[src/rtl/cdb_arbiter.sv]
// Common Data Bus arbiter: one-entry holding buffer per functional unit and a
// round-robin pick of one buffered result per cycle onto registered CDB outputs.

module cdb_hold_buf #(
    parameter int TAG_W  = 5,
    parameter int DATA_W = 32
) (
    input  logic              clock,
    input  logic              reset,
    input  logic              flush,
    input  logic              load,
    input  logic              grant,
    input  logic [TAG_W-1:0]  new_tag,
    input  logic [DATA_W-1:0] new_value,
    output logic              held,
    output logic [TAG_W-1:0]  held_tag,
    output logic [DATA_W-1:0] held_value
);

    // A load on the granting edge wins, so a busy FU keeps full throughput.
    always_ff @(posedge clock or posedge reset) begin
        if (reset)
            held <= 1'b0;
        else if (flush)
            held <= 1'b0;
        else if (load)
            held <= 1'b1;
        else if (grant)
            held <= 1'b0;
    end

    always_ff @(posedge clock) begin
        if (load) begin
            held_tag   <= new_tag;
            held_value <= new_value;
        end
    end

endmodule

module cdb_arbiter #(
    parameter int NUM_REQ = 4,
    parameter int TAG_W   = 5,
    parameter int DATA_W  = 32
) (
    input  logic                      clock,
    input  logic                      reset,
    input  logic                      flush,
    input  logic [NUM_REQ-1:0]        req_valid,
    input  logic [NUM_REQ*TAG_W-1:0]  req_tag,
    input  logic [NUM_REQ*DATA_W-1:0] req_value,
    output logic [NUM_REQ-1:0]        req_ready,
    output logic                      cdb_valid,
    output logic [TAG_W-1:0]          cdb_tag,
    output logic [DATA_W-1:0]         cdb_value
);

    localparam int PTR_W = (NUM_REQ > 1) ? $clog2(NUM_REQ) : 1;
    localparam logic [PTR_W:0]   NREQ = (PTR_W+1)'(NUM_REQ);
    localparam logic [PTR_W-1:0] LAST = PTR_W'(NUM_REQ - 1);

    logic [NUM_REQ-1:0]             buf_valid;
    logic [NUM_REQ-1:0][TAG_W-1:0]  buf_tag;
    logic [NUM_REQ-1:0][DATA_W-1:0] buf_value;
    logic [NUM_REQ-1:0]             grant;
    logic [NUM_REQ-1:0]             accept;
    logic [PTR_W-1:0]               rr_ptr;
    logic [PTR_W-1:0]               grant_idx;
    logic                           grant_any;
    logic [PTR_W:0]                 scan_sum;
    logic [PTR_W-1:0]               scan_idx;

    // Scan from rr_ptr upward with wraparound; first occupied buffer wins.
    always_comb begin
        grant     = '0;
        grant_idx = '0;
        grant_any = 1'b0;
        scan_sum  = '0;
        scan_idx  = '0;
        for (int k = 0; k < NUM_REQ; k++) begin
            scan_sum = {1'b0, rr_ptr} + (PTR_W+1)'(k);
            if (scan_sum >= NREQ)
                scan_sum = scan_sum - NREQ;
            scan_idx = scan_sum[PTR_W-1:0];
            if (!grant_any && buf_valid[scan_idx]) begin
                grant_any       = 1'b1;
                grant_idx       = scan_idx;
                grant[scan_idx] = 1'b1;
            end
        end
    end

    // Ready comes from registered state only, never from req_valid.
    assign req_ready = ~buf_valid | grant;
    assign accept    = req_valid & req_ready & {NUM_REQ{~flush}};

    for (genvar i = 0; i < NUM_REQ; i++) begin : g_lane
        cdb_hold_buf #(
            .TAG_W  (TAG_W),
            .DATA_W (DATA_W)
        ) u_buf (
            .clock      (clock),
            .reset      (reset),
            .flush      (flush),
            .load       (accept[i]),
            .grant      (grant[i]),
            .new_tag    (req_tag[i*TAG_W +: TAG_W]),
            .new_value  (req_value[i*DATA_W +: DATA_W]),
            .held       (buf_valid[i]),
            .held_tag   (buf_tag[i]),
            .held_value (buf_value[i])
        );
    end

    always_ff @(posedge clock or posedge reset) begin
        if (reset) begin
            rr_ptr    <= '0;
            cdb_valid <= 1'b0;
            cdb_tag   <= '0;
            cdb_value <= '0;
        end else if (flush) begin
            cdb_valid <= 1'b0;
        end else if (grant_any) begin
            cdb_valid <= 1'b1;
            cdb_tag   <= buf_tag[grant_idx];
            cdb_value <= buf_value[grant_idx];
            rr_ptr    <= (grant_idx == LAST) ? '0 : grant_idx + PTR_W'(1);
        end else begin
            cdb_valid <= 1'b0;
        end
    end

endmodule

[config.mk]
export PLATFORM = sky130hd
export DESIGN_NAME = cdb_arbiter
export DESIGN_NICKNAME = d
export VERILOG_FILES = /design/src/rtl/cdb_arbiter.sv
export SDC_FILE = /design/constraint.sdc
export NUM_CORES = 1
export LEC_CHECK = 0
export ABC_CLOCK_PERIOD_IN_PS = 5250
export CORE_UTILIZATION = 45
export CTS_CLUSTER_SIZE = 8
export DETAILED_ROUTE_END_ITERATION = 7
export PLACE_DENSITY_LB_ADDON = 0.25
export SLEW_MARGIN = 10
export SYNTH_ARGS = -nofsm -noshare
export SYNTH_HDL_FRONTEND = slang
export SYNTH_SLANG_ARGS = --single-unit
[constraint.sdc]
create_clock -name clock -period 5.25 [get_ports clock]
set_input_delay 1.05 -clock clock [delete_from_list [all_inputs] [get_ports clock]]
set_output_delay 1.05 -clock clock [all_outputs]
set_load 0.02 [all_outputs]
Word-level counts from Yosys, hierarchy flattened
Index checks and enable logic that the tools add are counted.
{"block": "word_totals", "wordCells": 112, "register_bits": 192, "input_bits": 155, "output_inout_bits": 42}
{"block": "classes", "bitwise": 8, "muxes": 51, "n_eq_ne": 1, "reduce_logical": 15, "add_sub_neg": 8, "magnitude_cmp": 13}
{"op": "32-bit binary-select mux with 2-bit select", "count": 1}
{"op": "32-bit 2-to-1 mux", "count": 1}
{"op": "1-bit 2-to-1 mux", "count": 26}
{"op": "2-bit 2-to-1 mux", "count": 9}
{"op": "4-bit 2-to-1 mux", "count": 4}
{"op": "4-bit bitwise OR", "count": 4}
{"op": "2-bit by 3-bit less-than comparator with 1-bit output (second input constant)", "count": 5}
{"op": "3-bit nonzero test", "count": 4}
{"op": "5-bit binary-select mux with 2-bit select", "count": 1}
{"op": "3-bit greater-or-equal comparator (second input constant)", "count": 3}
{"op": "4-bit AND", "count": 2}
{"op": "1-bit binary-select mux with 2-bit select", "count": 4}
{"op": "1-bit demux with 2-bit select", "count": 4}
{"op": "2-bit by 1-bit greater-or-equal comparator with 1-bit output (second input constant)", "count": 4}
{"op": "2-bit by 1-bit subtractor with 2-bit output (second input constant)", "count": 4}
{"op": "1-bit logical AND", "count": 7}
{"op": "2-bit by 2-bit adder with 3-bit output (second input constant)", "count": 2}
{"op": "5-bit 2-to-1 mux", "count": 1}
{"op": "4-bit NOT", "count": 1}
{"op": "2-bit by 1-bit adder with 3-bit output (second input constant)", "count": 1}
{"op": "2-bit by 3-bit greater-or-equal comparator with 1-bit output (second input constant)", "count": 1}
{"op": "1-bit zero test", "count": 3}
{"op": "2-bit by 1-bit adder with 2-bit output (second input constant)", "count": 1}
{"op": "2-bit equality test (second input constant)", "count": 1}
{"op": "2 further kinds", "count": 2}

Depth between registers and ports, before layout
Gate-level depths: netlist (run 1).
{"block": "logic_depth", "word_depth": 19, "depth_mapped": 12, "ltp_nobuf": 8}

Cells and area by module
Synthesis (run 1) repeated with hierarchy kept, for this count alone.
{"block": "hier_totals", "hier_cells": 675, "hier_area_um2": 8849.7}
{"mod": "cdb_hold_buf", "cells_each": 42, "area_each_um2": 1158.6, "n_inst": 4, "seq_area_each_um2": 1136.1}
{"mod": "cdb_arbiter", "cells_each": 507, "area_each_um2": 4215.3, "n_inst": 1, "seq_area_each_um2": 1001.0}

Worst setup path before layout (run 1)
Ideal clock, no wire load.
{"block": "synth_timing", "path_type": "reg-to-reg", "start": "reg rr_ptr[1]", "end": "reg g_lane[0].u_buf.held_tag[0], enable pin", "path_stages_with_launch": 11, "n_path_buf": 2, "setup_time_ps": 485, "path_slack_ps": -323, "arrival_time_ps": 5088, "path_cell_list": "dfrtp_1 buf_2 inv_1 ha_1 buf_6 mux4_2 nor2b_4 a221o_1 o21ai_0 nand3_1 nor3b_1"}
{"block": "synth_via", "elab_chain_len": 17, "elab_cells_between_ends": 62, "classes_between": "add/sub (7); order compare (12); mux (27); bitwise (6); reduce/logical (10)"}
{"item": "from (decl)", "line_no": "67", "source": "logic [PTR_W-1:0] rr_ptr;"}
{"item": "from (signal assigned)", "line_no": "127", "source": "rr_ptr <= (grant_idx == LAST) ? '0 : grant_idx + PTR_W'(1);"}
{"item": "branches (longest 13 deep; another with 2-bit by 1-bit adder with 3-bit output)"}
{"item": "4-bit 2-to-1 mux *", "line_no": "85", "source": "if (!grant_any && buf_valid[scan_idx]) begin"}
{"item": "4-bit bitwise OR *", "line_no": "94", "source": "assign req_ready = ~buf_valid | grant;"}
{"item": "net req_ready[0]", "line_no": "52", "source": "output logic [NUM_REQ-1:0] req_ready,"}
{"item": "4-bit AND * (2 in series)", "line_no": "95", "source": "assign accept = req_valid & req_ready & {NUM_REQ{~flush}};"}
{"item": "net g_lane[0].u_buf.load", "line_no": "11", "source": "input logic load,"}
{"item": "to (signal assigned)", "line_no": "34", "source": "held_tag <= new_tag;"}
{"item": "to (decl)", "line_no": "16", "source": "output logic [TAG_W-1:0] held_tag,"}
Mark *: on every way through the listed nets, which the timed path passes. The select of a mux whose other input is x is not followed.
A chain may end at the register's enable or synchronous reset.

Final worst setup path (run 1)
{"block": "layout_timing", "start": "reg rr_ptr[1]", "end": "out req_ready[0]"}
{"block": "layout_via", "elab_chain_len": 15, "elab_cells_between_ends": 60, "classes_between": "add/sub (7); order compare (12); mux (27); bitwise (4); reduce/logical (10)"}
{"item": "branches (longest 13 deep; another with 2-bit by 1-bit adder with 3-bit output)"}
{"item": "4-bit 2-to-1 mux *", "line_no": "85"}
{"item": "4-bit bitwise OR *", "line_no": "94"}
{"item": "to (decl)", "line_no": "52"}
Every way passes the cells marked *. The select of a mux whose other input is x is not followed.

==> results of run 1 <==
[metrics by stage]
| step | hold slack [ns] | setup slack [ns] | instances |
|---|---|---|---|
| finish | 0.494 | 0.221 | 1057 |
| global route | 0.527 | 0.0340 | 1057 |
| CTS | 0.503 | 0.261 | 1057 |
| detailed placement | 0.487 | 0.748 | 1025 |
| global placement | 0.478 | 0.844 | 1025 |
| floorplan | 0.530 | 0.982 | 638 |
[area by class of cell]
cell class	instances	area share [%]
Clock inverter	14	1.56
Timing Repair Buffer	209	18.5
Sequential cell	192	49.3
Inverter	9	0.301
Tap cell	229	2.55
Clock buffer	18	3.82
Multi-Input combinational cell	386	23.9
[state kept, by name, summed over array words and instances (netlist names)]
signal                   flops
g_lane.u_buf.held_tag       20
cdb_valid                    1
rr_ptr                       2
g_lane.u_buf.held_value    128
g_lane.u_buf.held            4
cdb_value                   32
cdb_tag                      5
[worst max path at each step]
stage | from | to | slack [ns] | cells after the start
2_1_floorplan | rr_ptr[1] | g_lane[0].u_buf.held_tag[0] | 0.98 | 10
3_3_place_gp | rr_ptr[1] | req_ready[3] | 0.84 | 8
3_5_place_dp | rr_ptr[1] | req_ready[3] | 0.75 | 8
4_1_cts | rr_ptr[1] | req_ready[0] | 0.26 | 8
5_1_grt | rr_ptr[1] | req_ready[3] | 0.03 | 8
6_report | rr_ptr[1] | req_ready[0] | 0.22 | 8
[cells by family after synthesis]
kind of cell	share of synthesized area (%)
multiplexers	5.93
XOR/XNOR	0.104
adder cells (fa/ha/maj)	0.887
AND/OR/NAND/NOR	11.3
flip-flops	65.5
AO/OA/AOI/OAI	12.6
buffers and inverters	3.68
[per-layer routing]
layer	vias up	track usage (%)	part of all wire, %
met5	-	0	0
met2	271	40.1	50
met3	21	4.94	7.1
met1	3027	31.7	42
li1	2828	-	-
met4	0	6.02	0.94
[cells in the mapped netlist (2+ instances only)]
cell	instances
mux2_2	3
nand3_1	78
o211ai_1	37
a31oi_1	2
o2111ai_1	36
nand3b_1	2
a21oi_1	9
nor4_1	2
mux4_2	3
inv_1	8
or2_2	25
dfrtp_1	44
nor4bb_1	2
nand2_1	42
clkbuf_1	20
nor3b_1	4
ha_1	6
buf_12	2
a221o_1	4
buf_2	15
mux2i_1	40
edfxtp_1	148
buf_6	2
buf_1	8
o21bai_1	2
nor2_1	6
or2_1	11
o21ai_0	49
[report_power, final]
group | internal [µW] | switching [µW]
logic | 1150 | 1660
clock network | 723 | 611
registers | 1940 | 161
[worst reg2reg max path, delay by kind of cell, from the launching register on]
kind	cells	cell delay [ns]
buffers and inverters	2	0.47
AO/OA/AOI/OAI	2	0.29
multiplexers	1	0.69
flip-flops	1	0.64
AND/OR/NAND/NOR	3	1.22
adder cells (fa/ha/maj)	1	0.53
==> run_results.csv, run 1 <==
group,metric,value,unit
run_status,status,"finished, violations left",
run_status,failed_checks,"DRC",
floorplanning,die_y,139,µm
min_path,min_path_type,"reg -> reg",
final_layout,multiInputGateArea,2690,µm²
timing,max-slew-margin-rel,29.4,%
detailed_routing,vias,6147,
floorplanning,core,18200,µm²
logic_synthesis,synth.largest_area_cell,"edfxtp_1",
placed_design,io_buffer_count,196,
clock_tree,clockBufferDepth,2,
final_layout,stdcell_area,11200,µm²
detailed_routing,drt-total-wl,22300,µm
logic_synthesis,synth_area_leaders,"edfxtp_1 53%, dfrtp_1 13%, mux2i_1 4.7%",
placed_design,gp_congestion,0.865,
worst_setup_path,reg2reg_slack,1.10,ns
clock_tree,cts_made_buffers,17,
logic_synthesis,synth_nets,799,
logic_synthesis,synth_flop_cell,"edfxtp_1",
floorplanning,num_rows,49,
floorplanning,io_pins,197,
worst_setup_path,crit_path_max_fanout,18,
global_route,grt_use_total,23.9,%
timing,clock.fmax,199,MHz
placed_design,place_area,10600,µm²
timing,period_needed,5.03,ns
floorplanning,start_util,46.5,%
clock_tree,cts_resized,0,
global_route,antenna_found_initial,0,
logic_synthesis,yosys_warnings,0,
floorplanning,dieArea,19400,µm²
detailed_routing,via_per_inst,5.82,
worst_setup_path,max_stage_delay,0.69,ns
power,power_density,556,nW/µm²
detailed_routing,dr.pass1.iters,8,
worst_setup_path,setup.worst_path.end_class,"output port",
job,drv_cap,0,
final_layout,area_delta_synth_final,32.8,%
clock_tree,cts_tree,"done",
worst_setup_path,r2r_end,"g_lane[3].u_buf.held_value[8]",
logic_synthesis,ys_seq_area_share,65.5,%
clock_tree,cts_root_buffer,"clkbuf_16",
clock_tree,clk_latency,0.44,ns
logic_synthesis,synth.distinct_cells,56,
logic_synthesis,syn_area,8460,µm²
min_path,worstHoldStart,"cdb_value[24]",
worst_setup_path,crit_family,"buffers and inverters",
detailed_routing,wl_per_cell,21.1,µm
worst_setup_path,cp-start-kind,"flip-flop",
clock_tree,htreeDepth,4,
timing,fin_tns_setup,0,ns
power,leakagePower,0.00401,µW
timing,finalHoldViolCount,0,
timing,worst_slew_pin_slew,1.06,ns
min_path,hold_path_depth,2,
global_route,overflow,0,
worst_setup_path,crit_type,"reg -> out",
timing,finClkSkew,0.00969,ns
worst_setup_path,required,4.20,ns
final_layout,regArea,5550,µm²
worst_setup_path,path_cells,"inv_1, ha_1, mux4_2, nor2b_4, a221o_1, o21ai_0, nand3_1, clkdlybuf4s50_1",
final_layout,fill_cells,1394,
clock_tree,hold_buffers,0,
logic_synthesis,synth-async-reset-ratio,22.9,%
logic_synthesis,syn_avg_cell_area,13.3,µm²
logic_synthesis,synth-seq-cells,192,
worst_setup_path,r2r_start,"rr_ptr[1]",
logic_synthesis,yosysTopAreaCellShare,52.5,%
global_route,grt_pass1_wl,34900,µm
logic_synthesis,synth_cells,638,
placed_design,dp_hpwl,14200,µm
detailed_routing,postRouteAntennaNets,0,
timing,slew_violations,0,
power,p_total,6250,µW
global_route,grt_max_degree,57,
global_route,grt_pass1_vias,6324,
final_layout,utilization,61.7,%
timing,fin_crit_sh,95.8,%
floorplanning,die_w,139,µm
final_layout,final_cell_mix,"196 x clkdlybuf4s50_1, 148 x edfxtp_1, 78 x nand3_1, 49 x o21ai_0, 43 x dfrtp_1",
clock_tree,postCtsSetupBuffers,0,
final_layout,final_nets,976,
worst_setup_path,cp_slowest_cell,"mux4_2",
min_path,hold_end,"cdb_value[24]",
logic_synthesis,synth_edf_count,148,
detailed_routing,drc_errors,12,
clock_tree,cts.clk_slew.worst_paths,0.07,ns
final_layout,drive_gt1_share,11.2,%
worst_setup_path,critPathArrivalTime,3.98,ns
timing,finalSetupViolCount,0,
detailed_routing,drt_iter0_drc,535,
power,ir_drop,425,µV
worst_setup_path,path_buf_inv,2,
timing,rsz0062_at_grt,"false",
final_layout,diodes,0,
clock_tree,clkSinkCount,192,
final_layout,final_common_cell,"clkdlybuf4s50_1",
worst_setup_path,ff2ff_path_depth,9,
No activity file was read; power rests on OpenSTA's default activity.
==> inputs of run 2 (changes only) <==
--- a/config.mk
+++ b/config.mk
@@ -6,6 +6,7 @@
 export NUM_CORES = 1
 export LEC_CHECK = 0
 export ABC_CLOCK_PERIOD_IN_PS = 5250
+export CORE_MARGIN = 2
 export CORE_UTILIZATION = 45
 export CTS_CLUSTER_SIZE = 8
 export DETAILED_ROUTE_END_ITERATION = 7
==> run 2 against run 1 <==
Critical endpoint is now req_ready[2]. Maximum frequency grew 1.1%. The run still ends with DRC left. Combinational power is essentially flat. Via count rose by 0.99%. Critical path depth did not move.
==> run_results.csv, run 2 (same netlist as run 1, synthesis figures left out) <==
group,metric,value,unit
timing,clock.fmax,201,MHz
global_route,overflow,0,
final_layout,drive_gt1_share,11.2,%
clock_tree,cts_resized,0,
final_layout,largest_register_ffs,128,
final_layout,area_delta_synth_final,32.9,%
worst_setup_path,crit_path_max_fanout,12,
detailed_routing,drt_iter0_drc,677,
final_layout,final_cell_mix,"196 x clkdlybuf4s50_1, 148 x edfxtp_1, 78 x nand3_1, 49 x o21ai_0, 43 x dfrtp_1",
timing,finalSetupViolCount,0,
clock_tree,cts.clk_slew.worst_paths,0.07,ns
detailed_routing,drt-total-wl,22900,µm
clock_tree,postCtsSetupBuffers,0,
timing,finalHoldViolCount,0,
floorplanning,io_pins,197,
clock_tree,cts_tree,"done",
detailed_routing,vias,6208,
clock_tree,cts_made_buffers,17,
worst_setup_path,critPathArrivalTime,3.93,ns
global_route,grt_pass1_wl,34800,µm
floorplanning,num_rows,50,
clock_tree,clk_latency,0.44,ns
final_layout,final_nets,976,
power,p_total,6330,µW
timing,finClkSkew,0.0114,ns
worst_setup_path,required,4.20,ns
final_layout,utilization,60.6,%
detailed_routing,via_per_inst,5.84,
timing,rsz0062_at_grt,"false",
detailed_routing,drc_errors,6,
clock_tree,hold_buffers,0,
final_layout,multiInputGateArea,2690,µm²
power,ir_drop,314,µV
detailed_routing,wl_per_cell,21.6,µm
worst_setup_path,crit_type,"reg -> out",
final_layout,fill_cells,1432,
clock_tree,htreeDepth,4,
timing,period_needed,4.98,ns
floorplanning,start_util,45.5,%
timing,fin_crit_sh,94.8,%
final_layout,final_common_cell,"clkdlybuf4s50_1",
global_route,grt_use_total,23.1,%
floorplanning,core,18600,µm²
global_route,grt_pass1_vias,6367,
floorplanning,dieArea,19900,µm²
final_layout,top_regs,"g_lane.u_buf.held_value: 128 flops, cdb_value: 32 flops, g_lane.u_buf.held_tag: 20 flops",
clock_tree,cts_root_buffer,"clkbuf_16",
clock_tree,clockBufferDepth,2,
worst_setup_path,cp-start-kind,"flip-flop",
timing,worst_slew_pin_slew,1.09,ns
run_status,failed_checks,"DRC",
detailed_routing,postRouteAntennaNets,0,
clock_tree,clkSinkCount,192,
final_layout,regArea,5550,µm²
power,leakagePower,0.00403,µW
timing,slew_violations,0,
run_status,status,"finished, violations left",
timing,fin_tns_setup,0,ns
global_route,antenna_found_initial,0,
job,drv_cap,0,
floorplanning,die_w,141,µm
min_path,min_path_type,"reg -> reg",
power,power_density,562,nW/µm²
detailed_routing,dr.pass1.iters,8,
placed_design,dp_hpwl,15000,µm
timing,max-slew-margin-rel,27.0,%
final_layout,regMostFlops,"g_lane.u_buf.held_value",
worst_setup_path,setup.worst_path.end_class,"output port",
global_route,grt_max_degree,57,
placed_design,gp_congestion,0.822,
placed_design,io_buffer_count,196,
floorplanning,die_y,141,µm
==> run 2: cell types whose count changed in the layout (fill, tap and decap cells not counted), sizes merged <==
cell | before | now
diode | 0 | 1
buf | 13 | 12
nor2b | 1 | 2
clkinv | 4 | 5
bufinv | 2 | 4
clkbuf | 18 | 17
clkinvlp | 2 | 0
==> run 2: power breakdown <==
group,switching [µW],internal [µW],leakage [µW]
Sequential,163,1940,0.00191
Combinational,1690,1140,0.00180
Clock,592,807,0.000315
==> run 2: metrics by stage <==
step                      hold slack, ns  std cells  instance area (µm²)  worst slack [ns]
after global routing               0.530       1062                11200            0.0462
after global placement             0.479       1029                10600             0.754
final                              0.499       1063                11300             0.274
after detailed placement           0.484       1029                10600             0.616
after CTS                          0.502       1061                11200             0.135
after floorplan                    0.530        638                 8480             0.982
==> run 2: critical path, cell delays in order, from the launching register on <==
cell             delay, ns
dfrtp_1               0.61
inv_1                 0.19
ha_1                  0.52
mux4_2                0.70
nor2b_4               0.36
a221o_1               0.20
o21ai_0               0.09
nand3_1               0.19
clkdlybuf4s50_1       0.63
==> run 2: per-layer routing <==
metal	routed length, µm	vias to the layer above	global-route usage (%)
li1	-	2827	-
met1	9170	3054	29.3
met2	11800	285	39.1
met3	1430	42	5.50
met4	518	0	8.05
met5	0	-	0
==> run 2: path summary, 6_finish.rpt <==
check	from	endpoint	slack (ns)	cells past startpoint
max reg2reg	rr_ptr[1]	g_lane[2].u_buf.held_tag[3]	1.29	9
min reg2reg	cdb_value[18]	cdb_value[18]	0.50	2
max in group asynchronous	reset	rr_ptr[0]	3.29	2
min	cdb_value[18]	cdb_value[18]	0.50	2
min in group asynchronous	reset	cdb_value[29]	1.21	2
max	rr_ptr[1]	req_ready[2]	0.27	8
==> run 2: layout make-up <==
cell class	instances	area share [%]
Timing Repair Buffer	208	18.2
Inverter	9	0.300
Tap cell	234	2.60
Multi-Input combinational cell	387	23.9
Clock buffer	17	3.78
Clock inverter	15	1.81
Sequential cell	192	49.3
Antenna cell	1	0.0222
==> inputs of run 3 (changes only) <==
--- a/config.mk
+++ b/config.mk
@@ -11,7 +11,7 @@
 export CTS_CLUSTER_SIZE = 8
 export DETAILED_ROUTE_END_ITERATION = 7
 export PLACE_DENSITY_LB_ADDON = 0.25
-export SLEW_MARGIN = 10
+export SLEW_MARGIN = 30
 export SYNTH_ARGS = -nofsm -noshare
 export SYNTH_HDL_FRONTEND = slang
 export SYNTH_SLANG_ARGS = --single-unit
==> run 3 against run 2 <==
The flow now finishes without violations. Clock power is 13% lower. Critical path depth unchanged. Sequential power about the same. Clock skew down 0.0012 ns. Critical path type unchanged.
==> run_results.csv, run 3 (same netlist as run 1, synthesis figures left out) <==
group,metric,value,unit
floorplanning,die_y,141,µm
detailed_routing,wl_per_cell,21.4,µm
worst_setup_path,crit_path_max_fanout,12,
worst_setup_path,path_cells,"inv_1, ha_1, mux4_2, nor2b_4, a221o_1, o21ai_0, nand3_1, clkdlybuf4s50_1",
worst_setup_path,critPathArrivalTime,3.81,ns
clock_tree,hold_buffers,0,
worst_setup_path,setup.worst_path.end_class,"output port",
timing,rsz0062_at_grt,"false",
worst_setup_path,crit_family,"buffers and inverters",
final_layout,largest_register_ffs,128,
detailed_routing,vias,6204,
worst_setup_path,path_buf_inv,2,
global_route,antenna_found_initial,0,
timing,period_needed,4.86,ns
worst_setup_path,cp-start-kind,"flip-flop",
timing,finClkSkew,0.0102,ns
clock_tree,clockBufferDepth,2,
timing,fin_crit_sh,92.6,%
final_layout,final_common_cell,"clkdlybuf4s50_1",
min_path,min_path_type,"reg -> reg",
global_route,grt_max_degree,57,
clock_tree,cts_made_buffers,17,
clock_tree,clkSinkCount,192,
detailed_routing,drt-total-wl,22800,µm
floorplanning,core,18600,µm²
floorplanning,start_util,45.5,%
detailed_routing,via_per_inst,5.84,
power,ir_drop,294,µV
timing,fin_tns_setup,0,ns
worst_setup_path,required,4.20,ns
detailed_routing,postRouteAntennaNets,0,
timing,finalSetupViolCount,0,
final_layout,area_delta_synth_final,32.0,%
floorplanning,dieArea,19900,µm²
detailed_routing,drc_errors,0,
placed_design,io_buffer_count,196,
floorplanning,die_w,141,µm
worst_setup_path,cp_slowest_cell,"mux4_2",
detailed_routing,dr.pass1.iters,5,
worst_setup_path,crit_type,"reg -> out",
final_layout,drive_gt1_share,10.9,%
worst_setup_path,max_stage_delay,0.71,ns
clock_tree,cts_root_buffer,"clkbuf_16",
placed_design,gp_congestion,0.822,
job,drv_cap,0,
clock_tree,cts_tree,"done",
clock_tree,clk_latency,0.44,ns
clock_tree,cts.clk_slew.worst_paths,0.07,ns
timing,worst_slew_pin_slew,0.951,ns
placed_design,dp_cells,1029,
power,power_density,551,nW/µm²
final_layout,final_cell_mix,"196 x clkdlybuf4s50_1, 148 x edfxtp_1, 78 x nand3_1, 49 x o21ai_0",
placed_design,dp_hpwl,15000,µm
clock_tree,htreeDepth,4,
floorplanning,io_pins,197,
timing,finalHoldViolCount,0,
final_layout,final_nets,976,
final_layout,top_regs,"g_lane.u_buf.held_value: 128 flops, cdb_value: 32 flops, g_lane.u_buf.held_tag: 20 flops",
global_route,grt_pass1_vias,6288,
run_status,status,"finished clean",
global_route,overflow,0,
final_layout,regMostFlops,"g_lane.u_buf.held_value",
floorplanning,num_rows,50,
timing,clock.fmax,206,MHz
power,leakagePower,0.00398,µW
timing,slew_violations,0,
global_route,grt_pass1_wl,34400,µm
global_route,grt_use_total,22.9,%
timing,max-slew-margin-rel,36.6,%
detailed_routing,drt_iter0_drc,596,
final_layout,instances_no_fill,1063,
clock_tree,postCtsSetupBuffers,0,
## run 3: cell count changes in the layout (fill, tap and decap cells not counted), sizes merged
cell | before | now
inv | 15 | 13
clkinv | 5 | 6
clkbuf | 17 | 21
bufinv | 4 | 1
## run 3: path summary, 6_finish.rpt
kind                                from                          end  slack (ns)  cells past startpoint
setup / recovery               rr_ptr[1]                 req_ready[2]        0.39                      8
hold / removal             cdb_value[19]                cdb_value[19]        0.50                      2
setup reg to reg               rr_ptr[1]  g_lane[2].u_buf.held_tag[2]        1.40                      9
hold reg to reg            cdb_value[19]                cdb_value[19]        0.50                      2
max in group asynchronous          reset                    rr_ptr[1]        3.71                      2
min in group asynchronous          reset                cdb_value[18]        1.07                      2
## run 3: per-stage QoR
| step | utilization [%] | hold WS (ns) | worst slack [ns] | instance area, µm² | power (µW) |
|---|---|---|---|---|---|
| floorplan | - | 0.530 | 0.982 | 8480 | 4060 |
| global placement | 57.1 | 0.479 | 0.754 | 10600 | 4830 |
| detailed placement | 57.1 | 0.486 | 0.579 | 10600 | 4930 |
| CTS | 60.0 | 0.502 | 0.0901 | 11200 | 6170 |
| global route | 60.1 | 0.532 | 0.156 | 11200 | 6490 |
| finish | 60.1 | 0.497 | 0.388 | 11200 | 6150 |
## run 3: worst reg2reg max path: stages (launching register included)
cell,delay [ns]
dfrtp_2,0.51
inv_1,0.15
ha_1,0.51
mux4_2,0.71
nor2b_4,0.38
a221o_1,0.21
o21ai_0,0.09
nand3_1,0.18
nor3b_4,0.21
buf_4,0.52
## run 3: layout make-up
class	instances	area (µm²)
antenna	1	2.50
clock inverter	11	104
inverter	9	36.3
fill	1463	7410
tap	234	293
clock buffer	21	440
multi-input combinational	387	2690
timing repair buffer	208	2050
sequential	192	5550
## run 3: power breakdown
| group | total, µW | switching (µW) | internal (µW) |
|---|---|---|---|
| logic | 2820 | 1690 | 1140 |
| clock network | 1220 | 564 | 659 |
| registers | 2110 | 165 | 1940 |
| total | 6150 | 2410 | 3740 |
## run 3: repair_timing
action,CTS,global route
hold endpoints to repair,0,0
resized for setup,0,1
setup endpoints to repair,0,4
## run 3: per-layer routing
layer,track usage [%],routed length (µm)
met1,29.3,9100
met2,38.2,11500
met3,4.62,1590
met4,9.47,589
met5,0,0
